--- src/rtl/sa_1d_feeder.sv ---
// Feeder for the 3-tap 1-D systolic array: loads weights, builds sliding
// windows and drives the PE inputs with one-cycle-per-stage skew.
module sa_1d_feeder #(
  parameter int DATA_WIDTH = 8,
  parameter int PSUM_WIDTH = 16,
  parameter int LEN_WIDTH  = 8
) (
  input  logic                  clk,
  input  logic                  rst,
  input  logic                  start,
  input  logic [LEN_WIDTH-1:0]  length,
  input  logic                  w_valid,
  output logic                  w_ready,
  input  logic [DATA_WIDTH-1:0] w_data,
  input  logic                  x_valid,
  output logic                  x_ready,
  input  logic [DATA_WIDTH-1:0] x_data,
  output logic                  sa_valid_in,
  output logic [DATA_WIDTH-1:0] sa_data_in0,
  output logic [DATA_WIDTH-1:0] sa_data_in1,
  output logic [DATA_WIDTH-1:0] sa_data_in2,
  output logic [DATA_WIDTH-1:0] sa_weight_in0,
  output logic [DATA_WIDTH-1:0] sa_weight_in1,
  output logic [DATA_WIDTH-1:0] sa_weight_in2,
  output logic [PSUM_WIDTH-1:0] sa_psum_in,
  output logic                  busy,
  output logic                  done
);

  typedef enum logic [2:0] {
    IDLE, LOAD_W, FILL, RUN, DRAIN
  } state_t;

  state_t                state;
  logic [LEN_WIDTH-1:0]  n;
  logic [LEN_WIDTH-1:0]  cnt;
  logic [1:0]            wcnt;
  logic [DATA_WIDTH-1:0] win0;
  logic [DATA_WIDTH-1:0] win1;
  logic [DATA_WIDTH-1:0] tap1;
  logic [DATA_WIDTH-1:0] tap2a;
  logic [DATA_WIDTH-1:0] tap2b;
  logic                  v1;
  logic                  w_hs;
  logic                  x_hs;
  logic                  issue;

  assign w_hs       = w_valid & w_ready;
  assign x_hs       = x_valid & x_ready;
  assign issue      = x_hs & (state == RUN);
  assign sa_psum_in = '0;

  always_ff @(posedge clk or posedge rst) begin
    if (rst) begin
      state         <= IDLE;
      n             <= '0;
      cnt           <= '0;
      wcnt          <= '0;
      win0          <= '0;
      win1          <= '0;
      tap1          <= '0;
      tap2a         <= '0;
      tap2b         <= '0;
      v1            <= 1'b0;
      w_ready       <= 1'b0;
      x_ready       <= 1'b0;
      sa_valid_in   <= 1'b0;
      sa_data_in0   <= '0;
      sa_data_in1   <= '0;
      sa_data_in2   <= '0;
      sa_weight_in0 <= '0;
      sa_weight_in1 <= '0;
      sa_weight_in2 <= '0;
      busy          <= 1'b0;
      done          <= 1'b0;
    end else begin
      done <= 1'b0;
      // skew pipe: taps 1 and 2 trail tap 0 by one and two cycles
      sa_valid_in <= issue;
      sa_data_in0 <= issue ? win0 : '0;
      if (issue) begin
        tap1  <= win1;
        tap2a <= x_data;
      end
      tap2b       <= tap2a;
      v1          <= sa_valid_in;
      sa_data_in1 <= sa_valid_in ? tap1 : '0;
      sa_data_in2 <= v1 ? tap2b : '0;
      case (state)
        IDLE: begin
          if (start) begin
            if (length >= LEN_WIDTH'(3)) begin
              n       <= length;
              wcnt    <= '0;
              busy    <= 1'b1;
              w_ready <= 1'b1;
              state   <= LOAD_W;
            end else begin
              done <= 1'b1;
            end
          end
        end
        LOAD_W: begin
          if (w_hs) begin
            case (wcnt)
              2'd0:    sa_weight_in0 <= w_data;
              2'd1:    sa_weight_in1 <= w_data;
              default: sa_weight_in2 <= w_data;
            endcase
            if (wcnt == 2'd2) begin
              cnt     <= '0;
              w_ready <= 1'b0;
              x_ready <= 1'b1;
              state   <= FILL;
            end else begin
              wcnt <= wcnt + 2'd1;
            end
          end
        end
        FILL: begin
          if (x_hs) begin
            win0 <= win1;
            win1 <= x_data;
            cnt  <= cnt + LEN_WIDTH'(1);
            if (cnt == LEN_WIDTH'(1))
              state <= RUN;
          end
        end
        RUN: begin
          if (x_hs) begin
            win0 <= win1;
            win1 <= x_data;
            cnt  <= cnt + LEN_WIDTH'(1);
            if (cnt == n - LEN_WIDTH'(1)) begin
              x_ready <= 1'b0;
              state   <= DRAIN;
            end
          end
        end
        DRAIN: begin
          // last window's tap 2 is being presented now; nothing left behind it
          if (!sa_valid_in && !v1) begin
            done  <= 1'b1;
            busy  <= 1'b0;
            state <= IDLE;
          end
        end
        default: state <= IDLE;
      endcase
    end
  end

endmodule

--- config.mk ---
export PLATFORM = sky130hd
export DESIGN_NAME = sa_1d_feeder
export DESIGN_NICKNAME = d
export VERILOG_FILES = /design/src/rtl/sa_1d_feeder.sv
export SDC_FILE = /design/constraint.sdc
export NUM_CORES = 1
export LEC_CHECK = 0
export BUFFER_PORTS_ARGS = -buffer_cell sky130_fd_sc_hd__clkbuf_2
export CAP_MARGIN = 20
export CORE_MARGIN = 8
export CORE_UTILIZATION = 45
export CTS_CLUSTER_SIZE = 14
export DETAILED_ROUTE_END_ITERATION = 16
export PLACE_DENSITY = 0.68
export SETUP_SLACK_MARGIN = 0.05
export SYNTH_ARGS = -nofsm -noshare
export SYNTH_HDL_FRONTEND = slang
export SYNTH_SLANG_ARGS = --single-unit
--- constraint.sdc ---
create_clock -name clk -period 6.05 [get_ports clk]
set_input_delay 0 -clock clk [delete_from_list [all_inputs] [get_ports clk]]
set_output_delay 0 -clock clk [all_outputs]
set_load 0.02 [all_outputs]
==> summary.md, run 1 <==
| Metric | Value |
|---|---|
| Outcome | complete, no violations |
| Global-route wire length before repair | 17700 microns |
| Final setup violation count | 0 |
| Worst Setup SP | n[0] |
| Gpl congestion | 0.768 |
| Htree depth | 4 |
| Worst slew pin tran | 0.805 ns |
| Max Clock Freq | 457 MHz |
| RR Startpoint | n[0] |
| Layout Skew | 0.00673 ns |
| Post-synth top cells | 115 x dfrtp_1, 57 x nand2_1, 46 x mux2_2, 24 x and2_1, 18 x buf_4 |
| Sequential area share after synthesis | 0.601 |
| Antenna Nets Post-Route | 0 |
| Relative slew slack | 0.463 |
| Cell Area, Synth | 4790 sq um |
| Area growth syn-to-layout | 27.1% |
| Total GRT Usage | 0.153 |
| Yosys top cell area share | 0.601 |
| TritonRoute pass-1 iters | 4 |
| Top cells by area, synth | dfrtp_1 60%, mux2_2 11%, nand2_1 4.5% |
| Setup Buffers After CTS | 0 |
| CTS tree | yes |
| Number of synthesized flops with an enable pin | 0 |
| Via count | 3192 |
| Final WS setup | 3.86 ns |
| Fin Setup TNS | 0 ns |
| Initial Utilization | 0.464 |
| Main synth FF type | dfrtp_1 |
| Final wirelength | 10200 microns |
| Crit path kind | reg -> reg |
| # rows | 37 |
| Arrival @ worst endpoint | 2.54 ns |
| Clk_lat worst skew | 0.50 ns |
| Cell Pwr Density | 295 nW/um^2 |
| Area leader, netlist | dfrtp_1 |
| Post-synth ARST share | 1.00 |
| Clk root buf | clkbuf_8 |
| 1st-iter DRT viols | 126 |
| Minimum clock period | 2.19 ns |
| Leakage | 3.16 nW |
| Final Cycle Share | 0.362 |
| VDD IR max | 172 uV |
| PnR Total Power | 0.00180 W |
| Boundary Pins | 98 |
| Share of layout cells above drive strength 1 | 0.335 |
| # port buffers | 81 |
| Hpwl dp | 6900 microns |
| Overflow after GRT | 0 |
| Antenna cells | 0 |
| Yosys reg bits | 115 |
| Largest net degree at the start of global routing | 65 |
| Hold crit path type | in -> reg |
| Maxcap violations | 0 |
| Die area | 14200 sq um |
| Nets@finish | 536 |
| Via density | 4.92 |
| Worst-path fanout max | 6 |
| Syn. warnings | 0 |
| TritonCTS Buffers | 17 |
| Post-Syn Instances | 386 |
| Hold Violations, Final | 0 |
| RSZ-0062 raised after global routing | false |
| Die height | 119 microns |
| Min-delay src | x_valid |
| Drt drc | 0 |
| Slew Limit Fails | 0 |
| CP required | 6.40 ns |
| Startpoint Class | flop |
| Crit path capture type | flop |
| Number of global-route vias before repair | 3524 |
| # clock sinks | 115 |
| Initial antenna violation count | 0 |
| Synth cell types | 49 |
| Clk buf depth | 2 |
| Filler instances | 847 |
| Syn_area_per_cell | 12.4 sq um |
| Worst-path clk slew | 0.06 ns |
| Chip Width | 119 microns |
| Routed length per instance | 15.7 microns |
| Pre-CTS setup slack | 3.89 ns |
| Most frequent cell after synthesis | dfrtp_1 |
| Core region area | 10300 sq um |
==> logic make-up (layout without fill, tap and decap cells) <==
family | after synthesis | after routing | synth area share
other | 1 | 16 | 0.000784
adders and majority gates | 6 | 6 | 0.0157
xor gates and xnor gates | 17 | 17 | 0.0311
muxes | 47 | 47 | 0.110
buffers and inverters | 39 | 151 | 0.0476
AOI/OAI and AO/OA | 30 | 30 | 0.0492
DFF | 115 | 115 | 0.601
and+or+nand+nor | 131 | 131 | 0.144
==> sequential cells by signal (all words and copies together) (netlist names) <==
register and count:
x_ready 1, tap1 8, sa_data_in1 8, v1 1, sa_data_in0 8, busy 1, tap2b 8, n 8
state 3, sa_valid_in 1, sa_weight_in2 8, cnt 8, wcnt 2, win1 8, tap2a 8, win0 8
sa_data_in2 8, w_ready 1, sa_weight_in1 8, sa_weight_in0 8, done 1
==> report_power, final <==
| group | internal [W] | total, W | switching (W) |
|---|---|---|---|
| Clock | 0.000613 | 0.000944 | 0.000331 |
| Sequential | 0.000774 | 0.000780 | 0.00000577 |
| Combinational | 0.0000297 | 0.0000724 | 0.0000426 |
| Total | 0.00142 | 0.00180 | 0.000379 |
==> layer usage <==
metal / up-vias / global-route usage / part of all wire
li1: 1505 / - / -
met1: 1598 / 0.186 / 0.44
met2: 81 / 0.250 / 0.49
met3: 8 / 0.0524 / 0.061
met4: 0 / 0.0530 / 0.0089
met5: - / 0 / 0
==> placed cells by master, fill, tap and decap left out, types with 2 or more instances in the layout <==
cell type,n
xnor2_1,10
o21ai_0,6
nor3_1,4
clkinv_2,3
a21oi_1,4
nand3_1,5
nor2b_1,2
clkbuf_2,81
dfrtp_1,115
a41oi_1,2
conb_1,16
clkbuf_16,16
a311oi_1,2
ha_1,6
a22o_1,2
nand4_1,2
bufinv_16,2
a211oi_1,2
dlygate4sd3_1,26
clkbuf_1,2
buf_4,3
nand2_1,57
and3_1,4
and2_1,24
nor2_1,16
clkinvlp_4,4
inv_1,8
and4b_1,2
nor4_1,2
nor4_4,2
nand2b_1,3
clkbuf_8,4
mux2_2,46
xor2_1,7
a211o_1,2
==> worst max-delay path, stage by stage, from the launching register on <==
cell	delay, ns
dfrtp_1	0.49
inv_1	0.10
ha_1	0.27
o21ba_2	0.21
a221oi_1	0.31
a41oi_1	0.12
nor4_4	0.39
a41oi_1	0.15
==> stage by stage <==
step            util  instance area [sq um]  hold slack, ns  instances
2_1_floorplan      -                   4840           0.105        401
3_3_place_gp   0.508                   5250           0.117        591
3_5_place_dp   0.509                   5250           0.118        592
4_1_cts        0.589                   6080           0.110        649
5_1_grt        0.589                   6080           0.142        649
6_report       0.589                   6080           0.120        649
==> path summary, 6_finish.rpt <==
path | end | depth (start not counted) | slack (ns)
max | state[1] | 7 | 3.86
min | sa_valid_in | 4 | 0.12
max reg2reg | state[1] | 7 | 3.86
min reg2reg | tap2b[5] | 0 | 0.37
max in group asynchronous | n[7] | 4 | 4.70
min in group asynchronous | sa_data_in2[0] | 3 | 0.13
==> final cells by class <==
cell class / instances / area, sq um / area share
Clock buffer: 22 / 463 / 0.0761
Clock inverter: 9 / 105 / 0.0173
Inverter: 9 / 36.3 / 0.00597
Multi-Input combinational cell: 247 / 1740 / 0.286
Sequential cell: 115 / 2880 / 0.473
Tap cell: 136 / 170 / 0.0280
Timing Repair Buffer: 111 / 693 / 0.114
==> timing repair <==
item | CTS | global route
hold endpoints to repair | 100 | 0
resized for setup | 0 | 0
hold buffers | 26 | 0
Power figures use the tool's default switching activity.
==> run 2, diff against run 1 <==
Clock period 6.05 ns to 2.1 ns, I/O delays scaled along.
==> summary.md, run 2 (synthesis results as in run 1) <==
| Metric | Value |
|---|---|
| Worst-path fanout max | 5 (was 6) |
| Chip Width | 119 microns (unchanged) |
| Commonest non-fill, non-tap cells in the layout | 115 x dfrtp_1, 81 x clkbuf_2, 57 x nand2_1 (unchanged) |
| Worst-path clk slew | 0.06 ns (about the same) |
| Reg2Reg Capture Point | state[1] (unchanged) |
| Leakage | 3.21 nW (was 3.16 nW) |
| Relative slew slack | 0.599 (was 0.463) |
| Number of global-route vias before repair | 3491 (was 3524) |
| Placed Cells | 599 (was 592) |
| Final wirelength | 10200 microns (about the same) |
| Boundary Pins | 98 (unchanged) |
| Area growth syn-to-layout | 29.3% (was 27.1%) |
| Filler instances | 856 (was 847) |
| RSZ-0062 raised after global routing | false (unchanged) |
| Minimum clock period | 1.95 ns (was 2.19 ns) |
| Pint | 0.00400 W (was 0.00142 W) |
| Register share of total power | 0.432 (was 0.434) |
| Commonest non-fill, non-tap cell in the layout | dfrtp_1 (unchanged) |
| Worst reg-to-reg path cell count | 7 (unchanged) |
| Maxcap violations | 0 (unchanged) |
| Initial Utilization | 0.464 (unchanged) |
| RR Startpoint | n[0] (unchanged) |
| Cell family with most CP delay | compound AO/OA/AOI/OAI gates (unchanged) |
| Clk buf depth | 2 (unchanged) |
| Outcome | complete, no violations (unchanged) |
| WP depth | 7 (unchanged) |
| Final setup violation count | 0 (unchanged) |
| Sw Pwr | 0.00118 W (was 0.000379 W) |
| Via count | 3243 (was 3192) |
| Routed length per instance | 15.5 microns (was 15.7 microns) |
| Total GRT Usage | 0.152 (was 0.153) |
| Crit path kind | reg -> reg (unchanged) |
| Slew Limit Fails | 0 (unchanged) |
| Drt drc | 0 (unchanged) |
| Critical path's slowest cell | nor4_4 (was dfrtp_1) |
| Initial antenna violation count | 0 (unchanged) |
| CTS tree | yes (unchanged) |
| PnR Total Power | 0.00518 W (was 0.00180 W) |
| Crit path top cell by count | a41oi_1 (unchanged) |
| WP buf/inv | 1 (unchanged) |
| Arrival @ worst endpoint | 2.32 ns (was 2.54 ns) |
| VDD IR max | 634 uV (was 172 uV) |
| Setup crit end | state[1] (unchanged) |
| Final Cycle Share | 0.930 (was 0.362) |
| Cell Pwr Density | 838 nW/um^2 (was 295 nW/um^2) |
| Antenna cells | 0 (unchanged) |
| Final Cell Area | 6190 sq um (was 6080 sq um) |
| Global-route wire length before repair | 17300 microns (was 17700 microns) |
| 1st-iter DRT viols | 143 (was 126) |
| Htree depth | 4 (unchanged) |
| Setup slack, reg-to-reg | 0.15 ns (was 3.86 ns) |
| Core region area | 10300 sq um (unchanged) |
| TritonCTS Buffers | 17 (unchanged) |
| Via density | 4.93 (was 4.92) |
| CP required | 2.47 ns (was 6.40 ns) |
| CP max stage delay | 0.40 ns (was 0.49 ns) |
| Setup Buffers After CTS | 0 (unchanged) |
| Gpl congestion | 0.841 (was 0.768) |
| # clock sinks | 115 (unchanged) |
| Switching fraction of total power | 0.228 (was 0.211) |
| Critical Path, Cell by Cell | inv_1, ha_2, o21ba_2, a221oi_1, a41oi_1, nor4_4, a41oi_1 (was inv_1, ha_1, o21ba_2, a221oi_1, a41oi_1, nor4_4, a41oi_1) |
| Clk_lat worst skew | 0.52 ns (was 0.50 ns) |
| Antenna Nets Post-Route | 0 (unchanged) |
| Crit path capture type | flop (unchanged) |
| Clk root buf | clkbuf_8 (unchanged) |
| Logic pwr share | 0.043 (was 0.040) |
| Clock share of power | 0.524 (was 0.526) |
| Placed Area | 5340 sq um (was 5250 sq um) |
| Layout Skew | 0.00833 ns (was 0.00673 ns) |
| Hold Violations, Final | 0 (unchanged) |
| Largest net degree at the start of global routing | 116 (was 65) |
| Die area | 14200 sq um (unchanged) |
| # rows | 37 (unchanged) |
| Nets@finish | 544 (was 536) |
| Startpoint Class | flop (unchanged) |
| Share of layout cells above drive strength 1 | 0.352 (was 0.335) |
| Hpwl dp | 6920 microns (was 6900 microns) |
| Max Clock Freq | 512 MHz (was 457 MHz) |
| Overflow after GRT | 0 (unchanged) |
| Die height | 119 microns (unchanged) |
| Worst Setup SP | n[0] (unchanged) |
| Hold crit path type | in -> async (was in -> reg) |
| Worst slew pin tran | 0.602 ns (was 0.805 ns) |
| Fin cells | 658 (was 649) |
| # port buffers | 81 (unchanged) |
| TritonRoute pass-1 iters | 6 (was 4) |
| Fin Setup TNS | 0 ns (unchanged) |
==> run 2: cell count changes in the layout (fill, tap and decap cells not counted), sizes merged <==
cell and delta:
clkinvlp -2, clkinv +2, inv +4, clkbuf -2
bufinv -1, dlygate4sd3 +1, buf +7
==> run 2: layout make-up <==
type                    instances  area, sq um  area share
flip-flops and latches        115         2880       0.465
multi-input cells             247         1750       0.282
repair buffers                119          783       0.127
clock buffers                  20          455      0.0736
well taps                     136          170      0.0275
clock inverters                12          118      0.0190
inverters                       9         37.5     0.00607
==> run 2: worst min path at each step <==
stage	to	slack, ns	cells after the start
after detailed placement	win1[5]	0.21	3
after global routing	win1[2]	0.23	4
after floorplan	win1[0]	0.11	2
final	sa_data_in2[3]	0.18	4
after global placement	sa_weight_in1[6]	0.21	3
after CTS	win1[2]	0.21	4
==> run 2: power by group through the flow <==
stage	clock (W)	sequential, W	combinational, W
final	0.00272	0.00224	0.000224
after global routing	0.00287	0.00224	0.000251
after CTS	0.00278	0.00224	0.000226
after detailed placement	0	0.00228	0.000184
after global placement	0	0.00228	0.000180
after floorplan	0	0.00228	0.000138
==> run 2: worst register-to-register path: stages (launching register included) <==
cell and delay, ns:
dfrtp_1 0.36, inv_1 0.06, ha_2 0.21, o21ba_2 0.20
a221oi_1 0.30, a41oi_1 0.12, nor4_4 0.40, a41oi_1 0.16
==> run 2: layer usage <==
layer / share of wire / vias up / track usage
met3: 0.052 / 10 / 0.0538
met4: 0.011 / 0 / 0.0640
met5: 0 / - / 0
li1: - / 1519 / -
met2: 0.51 / 91 / 0.250
met1: 0.43 / 1623 / 0.178
==> run 2: repair_timing <==
item | 4_1_cts | 5_1_grt
endpoints found under the hold margin | 165 | 0
endpoints found under the setup margin | 0 | 2
hold buffers | 27 | 0
resized for setup | 0 | 2
==> run 2: stage by stage <==
stage	util	hold slack (ns)	setup WS (ns)
global route	0.599	0.231	0.0411
floorplan	-	0.105	0.138
detailed placement	0.517	0.212	0.117
global placement	0.517	0.213	0.189
finish	0.599	0.179	0.147
CTS	0.598	0.207	0.0849
